===== src/rtl/pow_job_queue.sv =====
// pow_job_queue: request FIFO and result collector wrapped around the 16-bit
// square-and-multiply power unit. Requests (x, n) are queued in order, issued one
// at a time with a single-cycle start pulse, and each result is held on a
// valid/ready output stream until it is consumed.
//
// Ports:
//   clk, rst                  clock (rising edge), asynchronous active-high reset
//   in_valid/in_ready         request stream handshake
//   in_x, in_n                request base and exponent
//   pu_start, pu_x, pu_n      start pulse and operands to the power unit
//   pu_ready, pu_out          power unit idle flag and result
//   out_valid/out_ready       result stream handshake
//   out_data                  result value
//   count                     FIFO occupancy
module pow_job_queue #(
    parameter int unsigned DEPTH = 4,
    parameter int unsigned XW    = 16,
    parameter int unsigned NW    = 8
) (
    input  logic                     clk,
    input  logic                     rst,
    input  logic                     in_valid,
    output logic                     in_ready,
    input  logic [XW-1:0]            in_x,
    input  logic [NW-1:0]            in_n,
    output logic                     pu_start,
    output logic [XW-1:0]            pu_x,
    output logic [NW-1:0]            pu_n,
    input  logic                     pu_ready,
    input  logic [XW-1:0]            pu_out,
    output logic                     out_valid,
    input  logic                     out_ready,
    output logic [XW-1:0]            out_data,
    output logic [$clog2(DEPTH):0]   count
);

    localparam int unsigned PW = $clog2(DEPTH);
    localparam int unsigned CW = PW + 1;

    typedef enum logic [1:0] {
        StIdle,
        StIssue,
        StWait,
        StOutput
    } state_e;

    state_e            state_q, state_d;
    logic [PW-1:0]     wptr_q, rptr_q;
    logic [CW-1:0]     count_q, count_d;
    logic [XW+NW-1:0]  mem_q [DEPTH];
    logic              out_valid_q, out_valid_d;
    logic [XW-1:0]     out_data_q, out_data_d;
    logic              push, pop;

    // Ready depends only on the registered count: no bypass when full.
    assign in_ready = (count_q < CW'(DEPTH));
    assign push     = in_valid && in_ready;

    // Operands always come from the head; the unit only looks at them on start.
    assign pu_x = mem_q[rptr_q][XW+NW-1:NW];
    assign pu_n = mem_q[rptr_q][NW-1:0];

    assign count     = count_q;
    assign out_valid = out_valid_q;
    assign out_data  = out_data_q;

    // Storage needs no reset: entries are only read once the count says they exist.
    always_ff @(posedge clk) begin
        if (push) begin
            mem_q[wptr_q] <= {in_x, in_n};
        end
    end

    always_comb begin
        count_d = count_q;
        unique case ({push, pop})
            2'b10:   count_d = count_q + 1'b1;
            2'b01:   count_d = count_q - 1'b1;
            default: count_d = count_q;
        endcase
    end

    always_comb begin
        state_d     = state_q;
        pu_start    = 1'b0;
        pop         = 1'b0;
        out_valid_d = out_valid_q;
        out_data_d  = out_data_q;
        unique case (state_q)
            StIdle: begin
                if (count_q != '0 && pu_ready) begin
                    state_d = StIssue;
                end
            end
            StIssue: begin
                pu_start = 1'b1;
                pop      = 1'b1;
                state_d  = StWait;
            end
            StWait: begin
                // The unit is idle again (or never left idle for n=0): capture.
                if (pu_ready) begin
                    out_data_d  = pu_out;
                    out_valid_d = 1'b1;
                    state_d     = StOutput;
                end
            end
            StOutput: begin
                if (out_ready) begin
                    out_valid_d = 1'b0;
                    state_d     = StIdle;
                end
            end
            default: state_d = StIdle;
        endcase
    end

    always_ff @(posedge clk or posedge rst) begin
        if (rst) begin
            state_q     <= StIdle;
            wptr_q      <= '0;
            rptr_q      <= '0;
            count_q     <= '0;
            out_valid_q <= 1'b0;
            out_data_q  <= '0;
        end else begin
            state_q     <= state_d;
            count_q     <= count_d;
            out_valid_q <= out_valid_d;
            out_data_q  <= out_data_d;
            if (push) begin
                wptr_q <= wptr_q + 1'b1;
            end
            if (pop) begin
                rptr_q <= rptr_q + 1'b1;
            end
        end
    end

endmodule


===== config.mk =====
export PLATFORM = sky130hd
export DESIGN_NAME = pow_job_queue
export DESIGN_NICKNAME = d
export VERILOG_FILES = /design/src/rtl/pow_job_queue.sv
export SDC_FILE = /design/constraint.sdc
export NUM_CORES = 1
export LEC_CHECK = 0
export ABC_AREA = 0
export CELL_PAD_IN_SITES_DETAIL_PLACEMENT = 0
export CELL_PAD_IN_SITES_GLOBAL_PLACEMENT = 1
export CORE_MARGIN = 2
export CORE_UTILIZATION = 30
export DETAILED_ROUTE_END_ITERATION = 6
export PLACE_DENSITY = 0.67
export RECOVER_POWER = 50
export SYNTH_ARGS = -nofsm -noshare
export SYNTH_HDL_FRONTEND = slang
export SYNTH_SLANG_ARGS = --single-unit
export TNS_END_PERCENT = 50

===== constraint.sdc =====
create_clock -name clk -period 2.2 [get_ports clk]
set_clock_uncertainty 0.1 [all_clocks]
set_input_delay 0.33 -clock clk [delete_from_list [all_inputs] [get_ports clk]]
set_output_delay 0.33 -clock clk [all_outputs]
set_load 0.02 [all_outputs]

* Word-level counts from Yosys, hierarchy flattened
Memories as Yosys holds them, arrays and structs flattened.
Index checks and enable logic that the tools add are counted.
** Word-level totals
- Register bits :: 26
- Latch bits :: 0
- Memory bits (writable) :: 96
- Memory bits (read-only) :: 0
- Bits of input ports :: 45
- Output and inout bits :: 46
- Word-level logic and storage cells :: 40
- Memories kept :: 1
** Operators by class
- $add $sub $neg :: 4
- Multiply operators :: 0
- Divide/modulo/power cells :: 0
- Order comparisons :: 1
- Equality and inequality tests :: 8
- Shifts and indexed selects :: 0
- Multiplexer cells :: 11
- Bitwise operators :: 0
- Reduce and logical (&&, ||, !) cells :: 9
** Memory list
- mem_q :: words 4, bits a word 24, read ports 1, clocked after memory_dff 0, wr ports 1, line 50 : logic [XW+NW-1:0] mem_q [DEPTH];
** Operator list (number)
- $pmux W2 S4 :: 1
- $eq A2 B2 Y1 const B :: 3
- $mux W2 :: 3
- $ne A2 B2 Y1 const B :: 3
- $pmux W3 S2 :: 1
- $reduce_and A3 Y1 :: 2
- $mux W1 :: 5
- $add A2 B1 Y2 const B :: 2
- $eq A2 B1 Y1 const B :: 2
- $reduce_bool A2 Y1 :: 2
- $add A3 B1 Y3 const B :: 1
- $lt A3 B3 Y1 const B :: 1
- $reduce_bool A3 Y1 :: 1
- $sub A3 B1 Y3 const B :: 1
- $logic_and A1 B1 Y1 :: 2
- $logic_not A2 Y1 :: 1
- $pmux W1 S2 :: 1
- $reduce_and A2 Y1 :: 1

* Longest topological paths before layout
- Depth in word-level cells :: 4
- Gate-level depth with buffers :: 9
- Mapped depth without buffers :: 8

* Worst setup path after synthesis
OpenSTA, ideal clock, no wires.
- Kind :: register to register
- Start point :: reg state_q[1]
- End point :: reg count_q[2] (netlist: count[2])
- Library setup time :: 80 ps
- Data arrival time :: 1806 ps
- Required time :: 2020 ps
- Setup slack :: 214 ps
- Cell stages (with the launch flop) :: 9
- Buffers on the path :: 0
- Period minus slack after synthesis :: 1986 ps
- Path through :: dfrtp_1 inv_1 ha_1 ha_1 inv_1 fa_1 xor2_1 nor2_1 xnor2_1
** Between the ends
- Cells in the longest elaborated chain, start to end :: 4
- Elaborated cells between the ends (all ways) :: 6
- Those cells by class :: 3 x eq/ne; 2 x mux; 1 x reduce/logical
** RTL lines
- from (decl) :: line 47 : state_e state_q, state_d;
- from (signal assigned) :: line 120 : state_q <= StIdle;
- from (signal assigned) :: line 127 : state_q <= state_d;
- $eq A2 B1 Y1 (*)
- $mux W1 (*)
- via pu_start :: line 26 : output logic pu_start,
- $eq A2 B1 Y1 / $eq A2 B2 Y1 (equally long branches) :: line 76 : unique case ({push, pop})
- $pmux W3 S2 / $reduce_bool A2 Y1 (equally long branches)
- to (signal assigned) :: line 128 : count_q <= count_d;
- to (decl) :: line 49 : logic [CW-1:0] count_q, count_d;
The timed path passes the listed nets; every way through them passes the cells marked *.
A chain may end at the register's enable or synchronous reset.

* Worst setup path in the final report
- Start point :: reg rptr_q[0]
- End point :: out pu_x[3]
** Between the ends
- Cells in the longest elaborated chain, start to end :: 1
** RTL lines
- from (decl) :: line 48 : logic [PW-1:0] wptr_q, rptr_q;
- from (signal assigned) :: line 135 : rptr_q <= rptr_q + 1'b1;
- $mem_v2 Z4 W24
- to (decl) :: line 27 : output logic [XW-1:0] pu_x,
Every way passes these cells.

==> results.json <==
{
  "worstMarginPinSlew_ns": 0.9294,
  "ys_warn_count": 0,
  "cp_max_fo": 8,
  "clock_path_buffers": 2,
  "portBuffers": 90,
  "ant_nets": 0,
  "rows": 45,
  "ys_types": 27,
  "cts.sinks": 122,
  "grt-ovfl-total": 0,
  "cpLargestDelayFamily": "multiplexers",
  "setup_viol": 0,
  "die_area_mm2": 0.01671,
  "peakVddDrop_uv": 818.1,
  "synthesis.nets": 277,
  "min_path_type": "in2async",
  "layout_min_cycle_time_ns": 2.184,
  "avgViaCountPerCell": 4.328,
  "worstSkewPairLatency_ns": 0.41,
  "drive_gt1_share_pct": 32.01,
  "drc": 0,
  "fin_crit_sh_pct": 99.29,
  "path_class": "reg2out",
  "yosys-top-cells-area": "edfxtp_1, dfrtp_1, mux4_2",
  "hpwl_mm": 5.720,
  "initial_utilization_pct": 30.85,
  "final_net_count": 396,
  "crit_buf_inv": 3,
  "path_cells": "buf_8 > buf_4 > mux4_2 > buf_6",
  "startpoint_type": "register",
  "max_stage_delay_ns": 0.49,
  "final_common_cell": "edfxtp_1",
  "grt_pass1_wl_mm": 13.90,
  "io_pins": 91,
  "vias": 2441,
  "final_cell_mix": "edfxtp_1, clkdlybuf4s50_1, dfrtp_1, dlygate4sd3_1, mux4_2",
  "ctsHoldBuffers": 0,
  "avgSynthCellArea_um2": 21.30,
  "numCtsBuffers": 17,
  "path_clk_slew_ns": 0.06,
  "powerDensity_mw_per_mm2": 1432,
  "htree_levels": 4,
  "cts_tree": "yes",
  "drv_cap": 0,
  "die_h_um": 129.3,
  "cts_root_buf": "clkbuf_16",
  "die_w_um": 129.3,
  "wl_per_cell_um": 15.39,
  "drtPass1Iterations": 4,
  "timing.fmax_mhz": 457.8,
  "critPathSlowestCell": "mux4_2",
  "routed_wl_mm": 8.680,
  "synth_area_mm2": 0.004707,
  "ys_ff_latch": 122,
  "grt_antenna_before_repair": 0,
  "grt_usage_pct": 11.36,
  "initialDrtViolationCount": 157,
  "core_mm2": 0.01526,
  "yosys.area.top_type": "edfxtp_1",
  "grt_max_degree": 25,
  "synth_seq_area_share_pct": 75.07,
  "p_leak_nw": 2.367,
  "diodes": 0,
  "endpoint_kind": "output pin",
  "slew_viol_final": 0,
  "syn_inst": 221,
  "status": "completed",
  "crit_arrival_ns": 1.75,
  "place_congestion": 0.6799,
  "area_delta_synth_final_pct": 38.41,
  "slew-limit-headroom_pct": 38.04,
  "hold_viol_final": 0,
  "rsz0062_at_grt": "true",
  "p_total_w": 0.009329,
  "grt_pass1_vias": 2665,
  "critPathRequiredTime_ns": 1.77,
  "holdWs_ns": 0.2537,
  "yosysTopAreaCellShare_pct": 61.24
}
repair_timing:
item / in CTS / in global routing
setup buffers: 4 / 0
cloned: 1 / 0
setup endpoints to repair: 25 / 19
resized for setup: 100 / 17
registers in the layout, indices dropped and copies added (netlist names):
register	cells
mem_q	96
count	3
rptr_q	2
out_data	16
out_valid	1
wptr_q	2
state_q	2
synthesized netlist by cell type:
library cell,n
a211oi_1,1
a21oi_1,3
a221oi_2,1
a2bb2oi_1,1
and2_1,4
buf_2,4
buf_6,3
clkbuf_1,1
dfrtp_1,26
edfxtp_1,96
fa_1,1
ha_1,10
inv_1,13
mux2_1,1
mux2_2,16
mux2i_1,1
mux4_2,24
nand2_1,2
nand2_2,1
nor2_1,1
nor2b_1,1
nor4b_2,1
o21ai_0,1
o22ai_1,1
or2_0,1
xnor2_1,4
xor2_1,2
area by class of cell:
| type | count | area [um^2] |
|---|---|---|
| clock buffers | 17 | 425.4 |
| inverters | 13 | 48.80 |
| clock inverters | 15 | 165.2 |
| fillers | 1342 | 8743 |
| flip-flops and latches | 122 | 3535 |
| well taps | 211 | 264.0 |
| multi-input cells | 78 | 1067 |
| repair buffers | 108 | 1010 |
worst reg2reg max path, stage by stage (launching register included):
cell and delay, ns:
dfrtp_1 0.41, inv_1 0.11, ha_1 0.23, ha_1 0.20, inv_1 0.06, fa_1 0.37
xor2_1 0.15, nor2_1 0.11, xnor2_1 0.12
cell families (layout without fill, tap and decap cells):
kind of cell / count (synthesis) / after routing / synth area share [%]
flops: 122 / 122 / 75.07
xor+xnor: 6 / 6 / 1.116
fa+ha+maj: 11 / 11 / 3.083
mux: 42 / 42 / 15.76
compound gates: 8 / 8 / 1.223
buf+inv: 21 / 153 / 2.259
simple gates: 11 / 11 / 1.489
per-stage QoR:
| step | util, % | TNS [ns] | std cells | instance area, um^2 | setup WS (ns) |
|---|---|---|---|---|---|
| after floorplan | - | 0 | 221 | 4707 | 0.2142 |
| after global placement | 39.34 | 0 | 529 | 6003 | 0.08760 |
| after detailed placement | 39.34 | 0 | 529 | 6003 | 0.07579 |
| after CTS | 43.09 | -0.2432 | 566 | 6575 | -0.06426 |
| after global routing | 42.70 | -0.3346 | 564 | 6515 | -0.06075 |
| final | 42.70 | 0 | 564 | 6515 | 0.01571 |
final timing paths:
check,from,cells past startpoint,endpoint,slack [ns]
max,rptr_q[0],4,pu_x[3],0.02
min,rst,2,state_q[0],0.25
max reg2reg,state_q[1],8,count[2],0.26
min reg2reg,out_data[7],1,out_data[7],0.40
max in group asynchronous,rst,3,out_data[12],0.55
min in group clk,out_data[7],1,out_data[7],0.40
power breakdown:
group          internal, W  switching, W  leakage [nW]
registers          0.00302      0.000225          1.18
clock network      0.00169       0.00104         0.285
logic              0.00168       0.00168         0.907
metal layers:
metal | up-vias | part of all wire [%] | GRT usage, % | wire [um]
met5 | - | 0 | 0 | 0
met4 | 0 | 1.5 | 4.987 | 130
met3 | 10 | 6.4 | 4.748 | 552
met2 | 82 | 47 | 17.43 | 4118
met1 | 1235 | 45 | 14.15 | 3879
li1 | 1114 | - | - | -
No activity file was read; power rests on OpenSTA's default activity.
==> variant 1: new RTL, same flow settings <==
Take the reset off `out_data_q` and load it in a clocked block of its own.
--- a/src/rtl/pow_job_queue.sv
+++ b/src/rtl/pow_job_queue.sv
@@ -124,3 +124,2 @@
             out_valid_q <= 1'b0;
-            out_data_q  <= '0;
         end else begin
@@ -129,3 +128,2 @@
             out_valid_q <= out_valid_d;
-            out_data_q  <= out_data_d;
             if (push) begin
@@ -139,2 +137,6 @@
 
+    always_ff @(posedge clk) begin
+        out_data_q <= out_data_d;
+    end
+
 endmodule
Formal check against the unedited RTL: differs if rst is asserted again (counterexample within 10 cycles, from zero or initial values and one cycle with rst high); with rst held inactive, the same outputs for 10 cycles.
==> variant 1 against the unedited design <==
Sequential power decreased by 4%; first-iteration DRC count shrank 24%; maximum frequency increased by 0.52%; sequential cell count is the same; sequential share of layout area increased by 2.5 points; synthesized cell count decreased by 8.6%; total power down 6.3%; die area decreased by 2.7%; via count decreased by 6.7%; cell area fell by 2.2%; area after synthesis is 2.7% lower; worst setup slack improved by 0.011 ns; wire length rose by 0.88%.
==> variant 1: results (changes against the unedited design) <==
[yosys]
synth_edf_count = 112  ; was 96
yosysSeqAreaShare_pct = 78.93  ; was 75.07%
synth_area_leaders = edfxtp_1, mux4_2, dfrtp_1  ; was edfxtp_1, dfrtp_1, mux4_2
synth.avg_cell_area_um2 = 22.66  ; was 21.30 um^2
yosys.area_share.xor_xnor_pct = 1.148  ; was 1.116%
ys_async_sr_fraction_pct = 8.197  ; was 21.31%

[placed_design]
placed_cell_area_um2 = 5806  ; was 6003 um^2
pre_cts_ws_ns = 0.04982  ; was 0.07579 ns
place_hpwl_um = 5764  ; was 5720 um

[global_routing]
grt_start_max_net_pins = 18  ; was 25
grt_first_pass_wirelength_um = 13730  ; was 13900 um
grtUsageMet1_pct = 13.52  ; was 14.15%
grt_use_met3_pct = 4.229  ; was 4.748%
use_met2_pct = 19.22  ; was 17.43%
grt_pass1_vias = 2483  ; was 2665

[drt]
via_per_inst = 4.329  ; was 4.328
drt-met1-wl_um = 3762  ; was 3879 um
dr_wl_met2_um = 4474  ; was 4118 um

[power]
leakage_nw = 2.268  ; was 2.367 nW

[layout]
syn_to_final_growth_pct = 39.19  ; was 38.41%
nFillCells = 1314  ; was 1342
drive_gt1_share_pct = 30.56  ; was 32.01%

[run_status]
status = complete, no violations  ; unchanged

[sta]
slew_headroom_pct = 72.04  ; was 38.04%

[worst_setup_path]
r2r_slack_ns = 0.17  ; was 0.26 ns

[clock_tree]
cts_resized = 94  ; was 100

==> variant 1: worst max-delay path, cell delays in order (launching register included) <==
cell,delay (ns)
dfrtp_2,0.40
buf_12,0.15
buf_12,0.11
mux4_2,0.50
buf_2,0.17
==> variant 1: worst max path at each step <==
| stage | end | slack [ns] | depth (start not counted) |
|---|---|---|---|
| 2_1_floorplan | mem_q[0][0] | 0.17 | 3 |
| 6_report | pu_x[13] | 0.03 | 4 |
| 5_1_grt | pu_n[7] | -0.04 | 4 |
| 3_5_place_dp | count[2] | 0.05 | 9 |
| 3_3_place_gp | count[2] | 0.08 | 9 |
| 4_1_cts | pu_x[6] | -0.10 | 3 |
==> variant 1: final cells by class <==
| class | instances | area share (%) |
|---|---|---|
| flip-flops and latches | 122 | 56.72 |
| repair buffers | 110 | 15.39 |
| multi-input cells | 61 | 13.80 |
| clock buffers | 17 | 6.676 |
| well taps | 188 | 3.691 |
| clock inverters | 15 | 2.965 |
| inverters | 12 | 0.7069 |
| diodes | 1 | 0.03927 |
==> variant 2: new RTL, same settings <==
Without the edit above. Change the parameter `NW` from 8 to 9.
--- a/src/rtl/pow_job_queue.sv
+++ b/src/rtl/pow_job_queue.sv
@@ -17,3 +17,3 @@
     parameter int unsigned XW    = 16,
-    parameter int unsigned NW    = 8
+    parameter int unsigned NW    = 9
 ) (
Ports: changed (resized in_n and pu_n); port bits go from 91 to 93. No check against the original RTL was run, so the function may have changed too.
==> variant 2 against the unedited design <==
First-iteration DRC count decreased by 48%; total power up 1.7%; sequential cell count grew 4; area after synthesis is 3.0% higher; wire length grew 9.1%; worst setup slack better by 0.029 ns; die area up 2.9%; maximum frequency rose by 1.3%; cell area is 2.1% higher; non-clock buffer count up 1; count of clock-buffer cells in the layout did not move; critical endpoint is now pu_n[7]; largest power group is now sequential cells.
==> variant 2: results (changes against the unedited design) <==
[run_status]
status = complete, no violations  ; unchanged

[layout]
largest_reg_flops = 100  ; was 96
finalNetCount = 403  ; was 396
drive_gt1_share_pct = 28.49  ; was 32.01%

[worst_setup_path]
r2r_cells = 4  ; was 8
cp_max_fo = 7  ; was 8
r2r_slack_ns = 0.20  ; was 0.26 ns
reg2reg_to = mem_q[2][8]  ; was count[2]
critical_path.slowest_cell = mux4_2  ; unchanged
endpoint = pu_n[7]  ; was pu_x[3]
r2r_start = count[2]  ; was state_q[1]
critPathLaunch = rptr_q[0]  ; unchanged
critPathMaxStageDelay_ns = 0.51  ; was 0.49 ns
cp_data_arrival_time_ns = 1.73  ; was 1.75 ns

[placed_design]
place_hpwl_um = 6244  ; was 5720 um
place.gp.congestion = 0.6801  ; was 0.6799
numPortBuffers = 92  ; was 90
dp.cells = 542  ; was 529

[yosys]
synth_fp_nets = 283  ; was 277
synth_area_leaders = edfxtp_1, dfrtp_1, mux4_2  ; unchanged
ys_async_sr_fraction_pct = 20.63  ; was 21.31%
yosysSeqAreaShare_pct = 75.34  ; was 75.07%
yosys.cell_types.count = 27  ; unchanged
synth-main-ff-cell = edfxtp_1  ; unchanged
synthTopCellsByCount = edfxtp_1, dfrtp_1, mux4_2  ; unchanged
yosysWarnings = 0  ; unchanged
synth_edf_count = 100  ; was 96
synth.avg_cell_area_um2 = 21.46  ; was 21.30 um^2

[drt]
route.vias.total = 2508  ; was 2441
wirelength_um = 9467  ; was 8680 um
drt-initial-drc-count = 81  ; was 157
via_per_inst = 4.354  ; was 4.328
dr.pass1.iters = 4  ; unchanged

[hold_path]
worstHoldPathType = in -> async  ; unchanged

[clock_tree]
cts_made_buffers = 17  ; unchanged
cts-root-buf = clkbuf_16  ; unchanged
clk_pin_slew_ns = 0.06  ; about the same
clk_latency_ns = 0.41  ; about the same
htree_num_levels = 4  ; unchanged

[global_routing]
use_met2_pct = 19.44  ; was 17.43%
antenna_found_initial = 2  ; was 0
grt_use_met3_pct = 5.826  ; was 4.748%
grt_first_pass_wirelength_um = 15310  ; was 13900 um
grt_pass1_vias = 2788  ; was 2665
grt_start_max_net_pins = 27  ; was 25
grtUsageMet1_pct = 13.26  ; was 14.15%
gr-usage-all-layers_pct = 11.78  ; was 11.36%

[power]
leakage_nw = 2.407  ; was 2.367 nW
powerClk_mw = 2.79  ; was 2.73 mW
ir_worst_vdd_mv = 0.6525  ; was 0.8181 mV
p_seq_share_pct = 35.3  ; was 34.8%
p_sw_share_pct = 31.31  ; was 31.54%

[sta]
slew_headroom_pct = 49.21  ; was 38.04%
hold_slack_ns = 0.1780  ; was 0.2537 ns
setup_viol = 0  ; unchanged

[variant 2: timing repair]
action,4_1_cts,5_1_grt
endpoints found under the setup margin,26,14
resized for setup,104,4
cloned,1,0
setup buffers,1,0
[variant 2: kinds of logic after synthesis]
| logic type | after synthesis | share of synthesized area [%] |
|---|---|---|
| flops | 126 | 75.34 |
| mux | 43 | 15.76 |
| buf+inv | 21 | 2.193 |
| fa+ha+maj | 11 | 2.993 |
| simple gates | 11 | 1.445 |
| compound gates | 8 | 1.187 |
| xor+xnor | 6 | 1.084 |
[variant 2: final cells by class]
cell class | count | area, um^2
fill | 1424 | 9174
sequential | 126 | 3655
multi-input combinational | 79 | 1090
timing repair buffer | 109 | 992.2
clock buffer | 17 | 425.4
tap | 216 | 270.3
clock inverter | 14 | 167.7
inverter | 13 | 48.80
antenna | 2 | 5.005
[variant 2: metal layers]
metal  vias to the layer above  share of wire, %
li1                       1135                 -
met1                      1265                42
met2                        93                49
met3                        15               8.3
met4                         0               1.1
met5                         -                 0
[variant 2: metrics by stage]
step | setup WS [ns] | power, mW | setup TNS, ns | utilization [%] | instance area [um^2]
2_1_floorplan | 0.2142 | 5.443 | 0 | - | 4850
3_3_place_gp | 0.09119 | 7.019 | 0 | 39.12 | 6192
3_5_place_dp | 0.06660 | 7.060 | 0 | 39.12 | 6192
4_1_cts | -0.08078 | 9.754 | -0.4319 | 42.47 | 6723
5_1_grt | -0.01882 | 10.01 | -0.03740 | 42.04 | 6654
6_report | 0.04470 | 9.484 | 0 | 42.04 | 6654
[variant 2: worst max-delay path, delay by kind of cell, from the launching register on]
family / cells / cell delay [ns]
buffers and inverters: 2 / 0.34
DFF: 1 / 0.46
muxes: 1 / 0.51
